### config.mk
export PLATFORM = sky130hd
export DESIGN_NAME = video_timing_gen
export DESIGN_NICKNAME = d
export VERILOG_FILES = /design/src/rtl/video_timing_gen.sv
export SDC_FILE = /design/constraint.sdc
export NUM_CORES = 1
export LEC_CHECK = 0
export BUFFER_PORTS_ARGS = -buffer_cell sky130_fd_sc_hd__buf_2
export CORE_MARGIN = 4
export CORE_UTILIZATION = 59
export CTS_BUF_LIST = sky130_fd_sc_hd__clkbuf_16
export DETAILED_ROUTE_END_ITERATION = 7
export GPL_TIMING_DRIVEN = 0
export PLACE_DENSITY_LB_ADDON = 0.15
export SLEW_MARGIN = 20
export SYNTH_ARGS = -nofsm -noshare
export SYNTH_HDL_FRONTEND = slang
export SYNTH_SLANG_ARGS = --single-unit
### constraint.sdc
create_clock -name pclk -period 3.2 [get_ports pclk]
set_input_delay 0.32 -clock pclk [delete_from_list [all_inputs] [get_ports pclk]]
set_output_delay 0.32 -clock pclk [all_outputs]
set_load 0.005 [all_outputs]
### src/rtl/video_timing_gen.sv
// Raster timing source for the draw chain: pixel/line counters, sync/blank decode,
// background colour and frame/line strobes, packed onto one registered video bus.
module video_timing_gen #(
   parameter int          H_ACTIVE  = 800,
   parameter int          H_FP      = 40,
   parameter int          H_SYNC    = 128,
   parameter int          H_BP      = 88,
   parameter int          V_ACTIVE  = 600,
   parameter int          V_FP      = 1,
   parameter int          V_SYNC    = 4,
   parameter int          V_BP      = 23,
   parameter logic        SYNC_POL  = 1'b1,
   parameter logic [11:0] BG_COLOR  = 12'h48F,
   localparam int         BUS_WIDTH = 38
) (
   input  logic                 pclk,
   input  logic                 rst,
   input  logic                 en,
   output logic [BUS_WIDTH:0]   video_bus_out,
   output logic                 frame_start,
   output logic                 line_start,
   output logic [15:0]          frame_cnt
);

   localparam int H_TOTAL = H_ACTIVE + H_FP + H_SYNC + H_BP;
   localparam int V_TOTAL = V_ACTIVE + V_FP + V_SYNC + V_BP;

   generate
      if (H_TOTAL > 2048 || V_TOTAL > 2048) begin : g_bad_total
         $error("video_timing_gen: H_TOTAL and V_TOTAL must not exceed 2048");
      end
   endgenerate

   // 12-bit thresholds so a sync end of exactly 2048 still compares correctly
   localparam logic [11:0] HA  = 12'(H_ACTIVE);
   localparam logic [11:0] HS0 = 12'(H_ACTIVE + H_FP);
   localparam logic [11:0] HS1 = 12'(H_ACTIVE + H_FP + H_SYNC);
   localparam logic [11:0] HL  = 12'(H_TOTAL - 1);
   localparam logic [11:0] VA  = 12'(V_ACTIVE);
   localparam logic [11:0] VS0 = 12'(V_ACTIVE + V_FP);
   localparam logic [11:0] VS1 = 12'(V_ACTIVE + V_FP + V_SYNC);
   localparam logic [11:0] VL  = 12'(V_TOTAL - 1);

   // r_pos_* is the position the bus will show on the next enabled cycle
   logic [10:0] r_pos_h;
   logic [10:0] r_pos_v;
   logic [10:0] r_hcount;
   logic [10:0] r_vcount;
   logic        r_hsync;
   logic        r_vsync;
   logic        r_hblank;
   logic        r_vblank;
   logic [11:0] r_rgb;
   logic        r_frame_start;
   logic        r_line_start;
   logic [15:0] r_frame_cnt;

   logic [11:0] w_ph;
   logic [11:0] w_pv;
   logic        w_h_last;
   logic        w_v_last;
   logic        w_hblank;
   logic        w_vblank;
   logic        w_hsync;
   logic        w_vsync;
   logic [11:0] w_rgb;
   logic        w_out_last;

   assign w_ph       = {1'b0, r_pos_h};
   assign w_pv       = {1'b0, r_pos_v};
   assign w_h_last   = (w_ph == HL);
   assign w_v_last   = (w_pv == VL);
   assign w_hblank   = (w_ph >= HA);
   assign w_vblank   = (w_pv >= VA);
   assign w_hsync    = (w_ph >= HS0 && w_ph < HS1) ? SYNC_POL : ~SYNC_POL;
   assign w_vsync    = (w_pv >= VS0 && w_pv < VS1) ? SYNC_POL : ~SYNC_POL;
   assign w_rgb      = (w_hblank | w_vblank) ? 12'h000 : BG_COLOR;
   // Bus currently shows the final pixel, so this advance completes a frame
   assign w_out_last = ({1'b0, r_hcount} == HL) && ({1'b0, r_vcount} == VL);

   always_ff @(posedge pclk) begin
      if (rst) begin
         r_pos_h       <= '0;
         r_pos_v       <= '0;
         r_hcount      <= '0;
         r_vcount      <= '0;
         r_hsync       <= ~SYNC_POL;
         r_vsync       <= ~SYNC_POL;
         r_hblank      <= 1'b0;
         r_vblank      <= 1'b0;
         r_rgb         <= BG_COLOR;
         r_frame_start <= 1'b0;
         r_line_start  <= 1'b0;
         r_frame_cnt   <= '0;
      end else if (en) begin
         r_hcount      <= r_pos_h;
         r_vcount      <= r_pos_v;
         r_hsync       <= w_hsync;
         r_vsync       <= w_vsync;
         r_hblank      <= w_hblank;
         r_vblank      <= w_vblank;
         r_rgb         <= w_rgb;
         r_line_start  <= (r_pos_h == 11'd0);
         r_frame_start <= (r_pos_h == 11'd0) && (r_pos_v == 11'd0);
         if (w_out_last) begin
            r_frame_cnt <= r_frame_cnt + 16'd1;
         end
         if (w_h_last) begin
            r_pos_h <= '0;
            r_pos_v <= w_v_last ? 11'd0 : r_pos_v + 11'd1;
         end else begin
            r_pos_h <= r_pos_h + 11'd1;
         end
      end else begin
         r_frame_start <= 1'b0;
         r_line_start  <= 1'b0;
      end
   end

   assign video_bus_out = {pclk, r_hcount, r_vcount, r_hsync, r_vsync,
                           r_hblank, r_vblank, r_rgb};
   assign frame_start   = r_frame_start;
   assign line_start    = r_line_start;
   assign frame_cnt     = r_frame_cnt;

endmodule

==> results.sh, run 1 <==
export IMPL_grt_usage_pct=26.85
export IMPL_wl_um=8311
export IMPL_grt_first_pass_wirelength_um=13470
export IMPL_cts_resized=0
export IMPL_worstPathArrival_ps=2070
export IMPL_drt_vias_per_instance=5.949
export IMPL_pwr_density_cell_nw_per_um2=522.5
export IMPL_port_buffers=52
export IMPL_crit_type="clock port to primary output"
export IMPL_use_met2_pct=41.68
export IMPL_critical_path_required_ps=2880
export IMPL_hp_class="input pin to flop"
export IMPL_globalplace_congestion=0.8642
export IMPL_fmax_mhz=422.0
export IMPL_hold_start="rst"
export IMPL_synth_top_area_share_pct=41.70
export IMPL_power_leakage_nw=1.610
export IMPL_cp_end_kind="primary output"
export IMPL_r2r_start="r_pos_h[10]"
export IMPL_met1_usage_pct=33.11
export IMPL_row_count=26
export IMPL_hold_violations=0
export IMPL_min_period_over_period_pct=74.75
export IMPL_syn_area_per_cell_um2=8.765
export IMPL_wl_per_cell_um=16.23
export IMPL_synthesis_area_um2=3217
export IMPL_final_common_cell="dfxtp_1"
export IMPL_path_clk_slew_ps=50
export IMPL_post_dp_hpwl_um=5641
export IMPL_fp_dieW_um=81.84
export IMPL_ant_nets=0
export IMPL_core_area_um2=5205
export IMPL_cp_start_kind="clock port"
export IMPL_die_h_um=81.84
export IMPL_dieArea_um2=6698
export IMPL_met3_usage_pct=8.443
export IMPL_busiest_layer="met2"
export IMPL_cap_viol_max_count=0
export IMPL_drc=0
export IMPL_cts_tree="yes"
export IMPL_synth_cell_types=45
export IMPL_yosys_warnings=0
export IMPL_slew_violations=0
export IMPL_rsz0062_at_grt="no"
export IMPL_path_max_fanout=2
export IMPL_initial_core_util_pct=61.80
export IMPL_drive_gt1_share_pct=20.59
export IMPL_reg2reg_slack_ps=830
export IMPL_worstMarginPinSlew_ps=835.5
export IMPL_ys_seq_area_share_pct=41.70
export IMPL_hold_buffers=0
export IMPL_fin_worst_skew_ps=6.064
export IMPL_synthTopCellsByArea="dfxtp_1 (42%), mux2i_1 (6.5%), a21oi_1 (4.7%)"
export IMPL_drt_iter0_drc=199
export IMPL_r2r_end="r_pos_v[2]"
export IMPL_grt_pass1_vias=2794
export IMPL_synthToLayoutAreaGrowth_pct=22.29
export IMPL_layout_setup_ws_ps=808.0
export IMPL_outcome="finished clean"
export IMPL_antenna_found_initial=0
export IMPL_dr_pass1_iters=5
export IMPL_relSlewSlack_pct=43.83
export IMPL_clock_latency_ps=440
export IMPL_min_path_cells=3
export IMPL_pre_cts_ws_ps=852.8
export IMPL_hold_end="frame_cnt[11]"
export IMPL_ir_worst_vdd_mv=0.5807
export IMPL_grt_overflow_total=0
export IMPL_grt_max_degree=11
export IMPL_n_antenna_cell=0
export IMPL_vias=3046
export IMPL_fin_nets=447
export IMPL_ios=60
export IMPL_yosysTopAreaCell="dfxtp_1"
export IMPL_final_cell_mix="dfxtp_1 (67), buf_2 (52), a21oi_1 (30)"
export IMPL_ys_ff_latch=67
export IMPL_setup_tns_ps=0
export IMPL_finalSetupViolations=0
export IMPL_layout_min_cycle_time_ps=2392
export IMPL_post_cts_buffers=0
export IMPL_synthCells=367
export IMPL_reg2regPathDepth=5
-- Yosys cell counts --
| master | n |
|---|---|
| nor3_1 | 11 |
| o41ai_1 | 2 |
| dfxtp_1 | 67 |
| nor2b_1 | 1 |
| or3b_1 | 1 |
| and4b_1 | 2 |
| or4_1 | 17 |
| xor2_1 | 4 |
| o31ai_2 | 1 |
| conb_1 | 1 |
| nor2_1 | 29 |
| nor3b_1 | 1 |
| nand2_1 | 19 |
| or3_4 | 1 |
| a211oi_1 | 1 |
| nand4_1 | 13 |
| inv_1 | 12 |
| a21o_1 | 1 |
| a31oi_1 | 1 |
| nor4b_1 | 2 |
| a211o_1 | 1 |
| a21oi_1 | 30 |
| or3_1 | 9 |
| nand2b_1 | 1 |
| o31ai_1 | 14 |
| mux2i_1 | 21 |
| buf_1 | 6 |
| ha_1 | 6 |
| and3_1 | 4 |
| and2_1 | 1 |
| or4_4 | 1 |
| nor4_1 | 5 |
| or2_2 | 2 |
| nor4_2 | 1 |
| mux2_2 | 1 |
| and4_1 | 5 |
| a221o_1 | 1 |
| clkbuf_1 | 17 |
| buf_6 | 2 |
| xnor2_1 | 6 |
| nor4bb_1 | 2 |
| nand3_1 | 16 |
| buf_4 | 16 |
| o21ai_0 | 10 |
| o311ai_0 | 2 |
-- worst max-delay path, stage by stage --
cell and delay (ps):
clkbuf_16 120, clkbuf_16 130, buf_4 110, buf_2 110
-- kinds of logic after synthesis --
| kind of cell | after synthesis | share of synthesized area, % |
|---|---|---|
| buf+inv | 53 | 8.518 |
| compound gates | 64 | 12.21 |
| other cells | 1 | 0.1166 |
| simple gates | 144 | 25.52 |
| xor+xnor | 10 | 2.723 |
| mux | 22 | 6.884 |
| fa+ha+maj | 6 | 2.334 |
| flops | 67 | 41.70 |
-- power by group --
group	switching, mW	leakage (nW)	internal [mW]
Combinational	0.0446	0.881	0.0303
Sequential	0.00541	0.541	0.842
Clock	0.366	0.188	0.767
-- registers in the layout (all words and copies together), names as in the netlist --
signal       flops
r_vcount        11
r_pos_v         11
frame_cnt       16
r_rgb            1
r_hsync          1
r_vsync          1
line_start       1
r_vblank         1
frame_start      1
r_hblank         1
r_hcount        11
r_pos_h         11
-- final cells by class --
| type | count | area [um2] |
|---|---|---|
| fill | 393 | 1271 |
| timing repair buffer | 51 | 255.2 |
| sequential | 67 | 1341 |
| inverter | 12 | 45.04 |
| clock buffer | 13 | 305.3 |
| clock inverter | 6 | 50.05 |
| buffer | 41 | 229.0 |
| tap | 70 | 87.58 |
| multi-input combinational | 252 | 1620 |
-- per-layer routing --
layer | wire, um | up-vias
met5 | 0 | -
met4 | 258 | 0
met3 | 620 | 23
met2 | 3971 | 139
met1 | 3461 | 1420
li1 | - | 1464
-- metrics by stage --
stage	hold slack (ps)	power (mW)	std cells	utilization [%]	area, um2
final	258.7	2.055	512	75.58	3934
after global routing	276.3	2.125	512	75.58	3934
after CTS	250.0	2.060	512	75.58	3934
after detailed placement	466.4	0.9680	494	68.85	3583
after global placement	449.6	0.9666	494	68.85	3583
after floorplan	400.8	0.9344	372	-	3236
-- how the worst max path moves through the flow --
stage               start                end  slack [ps]  cells past startpoint
6_report             pclk  video_bus_out[38]         810                      4
5_1_grt        r_pos_h[5]         r_pos_v[9]         690                      6
4_1_cts              pclk  video_bus_out[38]         800                      4
3_5_place_dp   r_pos_h[5]         r_pos_v[2]         850                      6
3_3_place_gp           en         r_pos_v[7]         850                      6
2_1_floorplan  r_pos_h[5]         r_pos_v[8]        1030                      6
Power figures use the tool's default switching activity.
==> inputs of run 2 (changes only) <==
--- a/config.mk
+++ b/config.mk
@@ -7,7 +7,7 @@
 export LEC_CHECK = 0
 export BUFFER_PORTS_ARGS = -buffer_cell sky130_fd_sc_hd__buf_2
 export CORE_MARGIN = 4
-export CORE_UTILIZATION = 59
+export CORE_UTILIZATION = 50
 export CTS_BUF_LIST = sky130_fd_sc_hd__clkbuf_16
 export DETAILED_ROUTE_END_ITERATION = 7
 export GPL_TIMING_DRIVEN = 0
==> constraint.sdc (replaced) <==
create_clock -name pclk -period 2.2 [get_ports pclk]
set_input_delay 0.22 -clock pclk [delete_from_list [all_inputs] [get_ports pclk]]
set_output_delay 0.22 -clock pclk [all_outputs]
set_load 0.005 [all_outputs]
==> run 2 against run 1 <==
Net effect: sequential cell count stayed put; wire length is 4.1% lower; setup slack worse by 770 ps; register-to-register slack got worse by 790 ps; global-route usage is 4.9 points lower; worst hold slack lost 120 ps; sequential share of layout area is 0.30 points lower; largest cell class unchanged; largest power group unchanged; highest routed layer unchanged.
==> results.sh, run 2 (synthesis gave the netlist of run 1 again) <==
export IMPL_outcome="finished clean"
export IMPL_swShare_pct=20.97
export IMPL_hold_violations=0
export IMPL_layout_setup_ws_ps=40.40
export IMPL_worstMarginPinSlew_ps=681.8
export IMPL_fmax_mhz=463.0
export IMPL_core_area_um2=6096
export IMPL_finalSetupViolations=0
export IMPL_die_h_um=88.21
export IMPL_cp_end_kind="flop"
export IMPL_drt_iter0_drc=134
export IMPL_power_share_clock_pct=53.4
export IMPL_final_cell_mix="dfxtp_1 (65), buf_2 (52), a21oi_1 (29), nor2_1 (29), mux2i_1 (21)"
export IMPL_drive_gt1_share_pct=23.08
export IMPL_vias=2917
export IMPL_finalPower_mw=2.872
export IMPL_pwr_density_cell_nw_per_um2=722.3
export IMPL_hold_buffers=0
export IMPL_layout_min_cycle_time_ps=2160
export IMPL_wl_per_cell_um=15.42
export IMPL_grt_overflow_total=0
export IMPL_min_period_over_period_pct=98.16
export IMPL_cp_start_kind="flop"
export IMPL_slew_violations=0
export IMPL_fin_worst_skew_ps=4.776
export IMPL_power_leakage_nw=1.616
export IMPL_grt_pass1_vias=2650
export IMPL_place_area_um2=3590
export IMPL_rsz0062_at_grt="yes"
export IMPL_p_seq_share_pct=42.9
export IMPL_fp_dieW_um=88.21
export IMPL_clock_latency_ps=440
export IMPL_cap_viol_max_count=0
export IMPL_dr_pass1_iters=4
export IMPL_path_clk_slew_ps=50
export IMPL_internal_power_mw=2.270
export IMPL_setup_tns_ps=0
export IMPL_path_max_fanout=8
export IMPL_final_cell_count_no_fill=517
export IMPL_fin_hold_ws_ps=139.1
export IMPL_critPathLaunch="r_pos_h[7]"
export IMPL_grt_max_degree=11
export IMPL_post_dp_hpwl_um=5674
export IMPL_final_util_pct=65.23
export IMPL_grt_usage_pct=21.95
export IMPL_grt_first_pass_wirelength_um=13100
export IMPL_pre_cts_ws_ps=-205.4
export IMPL_dieArea_um2=7781
export IMPL_initial_core_util_pct=52.77
export IMPL_drc=0
export IMPL_critical_path_required_ps=2570
export IMPL_combPwrFrac_pct=3.7
export IMPL_relSlewSlack_pct=54.54
export IMPL_synthToLayoutAreaGrowth_pct=23.61
export IMPL_cts_tree="yes"
export IMPL_largest_reg_flops=16
export IMPL_n_antenna_cell=0
export IMPL_hold_start="rst"
export IMPL_wl_um=7971
export IMPL_crit_type="flop to flop"
export IMPL_ios=60
export IMPL_port_buffers=52
export IMPL_final_common_cell="dfxtp_1"
export IMPL_power_switching_uw=602.2
export IMPL_worstPathArrival_ps=2530
export IMPL_antenna_found_initial=0
export IMPL_fin_area_um2=3976
export IMPL_dp_cells=499
export IMPL_drt_vias_per_instance=5.642
export IMPL_row_count=28
export IMPL_globalplace_congestion=0.8094
export IMPL_hp_class="input pin to flop"
export IMPL_ir_worst_vdd_mv=0.6270
export IMPL_fin_nets=447
export IMPL_ant_nets=0
export IMPL_r2r_start="r_pos_h[7]"
[run 2: changes by cell type in the layout (fill, tap and decap cells not counted), moves of 2 or more]
cell      change
dfxtp_1       -2
dfxtp_2       +2
nor4_4        +2
or4_4         +2
buf_4         +2
clkinv_2      +2
or4_1         -2
[run 2: area by class of cell]
cell class,count,area (um2)
Clock buffer,13,305.3
Multi-Input combinational cell,252,1678
Fill cell,583,2120
Tap cell,75,93.84
Clock inverter,6,26.28
Sequential cell,67,1344
Buffer,39,214.0
Timing Repair Buffer,53,270.3
Inverter,12,45.04
[run 2: metal layers]
metal | part of all wire (%) | wire, um | vias to the layer above | GRT usage, %
li1 | - | - | 1461 | -
met3 | 5.7 | 451 | 9 | 5.121
met2 | 46 | 3633 | 64 | 33.51
met1 | 48 | 3797 | 1383 | 29.27
met5 | 0 | 0 | - | 0
met4 | 1.1 | 88 | 0 | 10.58
[run 2: power groups by stage]
stage	logic, mW	clock network, mW	registers (mW)
6_report	0.107	1.53	1.23
5_1_grt	0.119	1.63	1.23
4_1_cts	0.107	1.56	1.23
3_5_place_dp	0.106	0.0442	1.26
3_3_place_gp	0.106	0.0442	1.26
2_1_floorplan	0.0737	0.0295	1.26
[run 2: worst max-delay path, cell delays in order (launching register included)]
cell     delay (ps)
dfxtp_1         370
or3_4           450
or4_4           600
or4_4           540
a21oi_2         140
[run 2: worst paths after layout]
check | endpoint | slack (ps) | cells after the start
max | r_pos_v[8] | 40 | 4
min | frame_cnt[11] | 140 | 3
max reg2reg | r_pos_v[8] | 40 | 4
min reg2reg | r_hsync | 470 | 2
[run 2: repair_timing]
action,4_1_cts,5_1_grt
gates resized for setup,5,9
endpoints found under the setup margin,14,13
buffers inserted,0,2
pin swaps,3,3
gates cloned,0,0
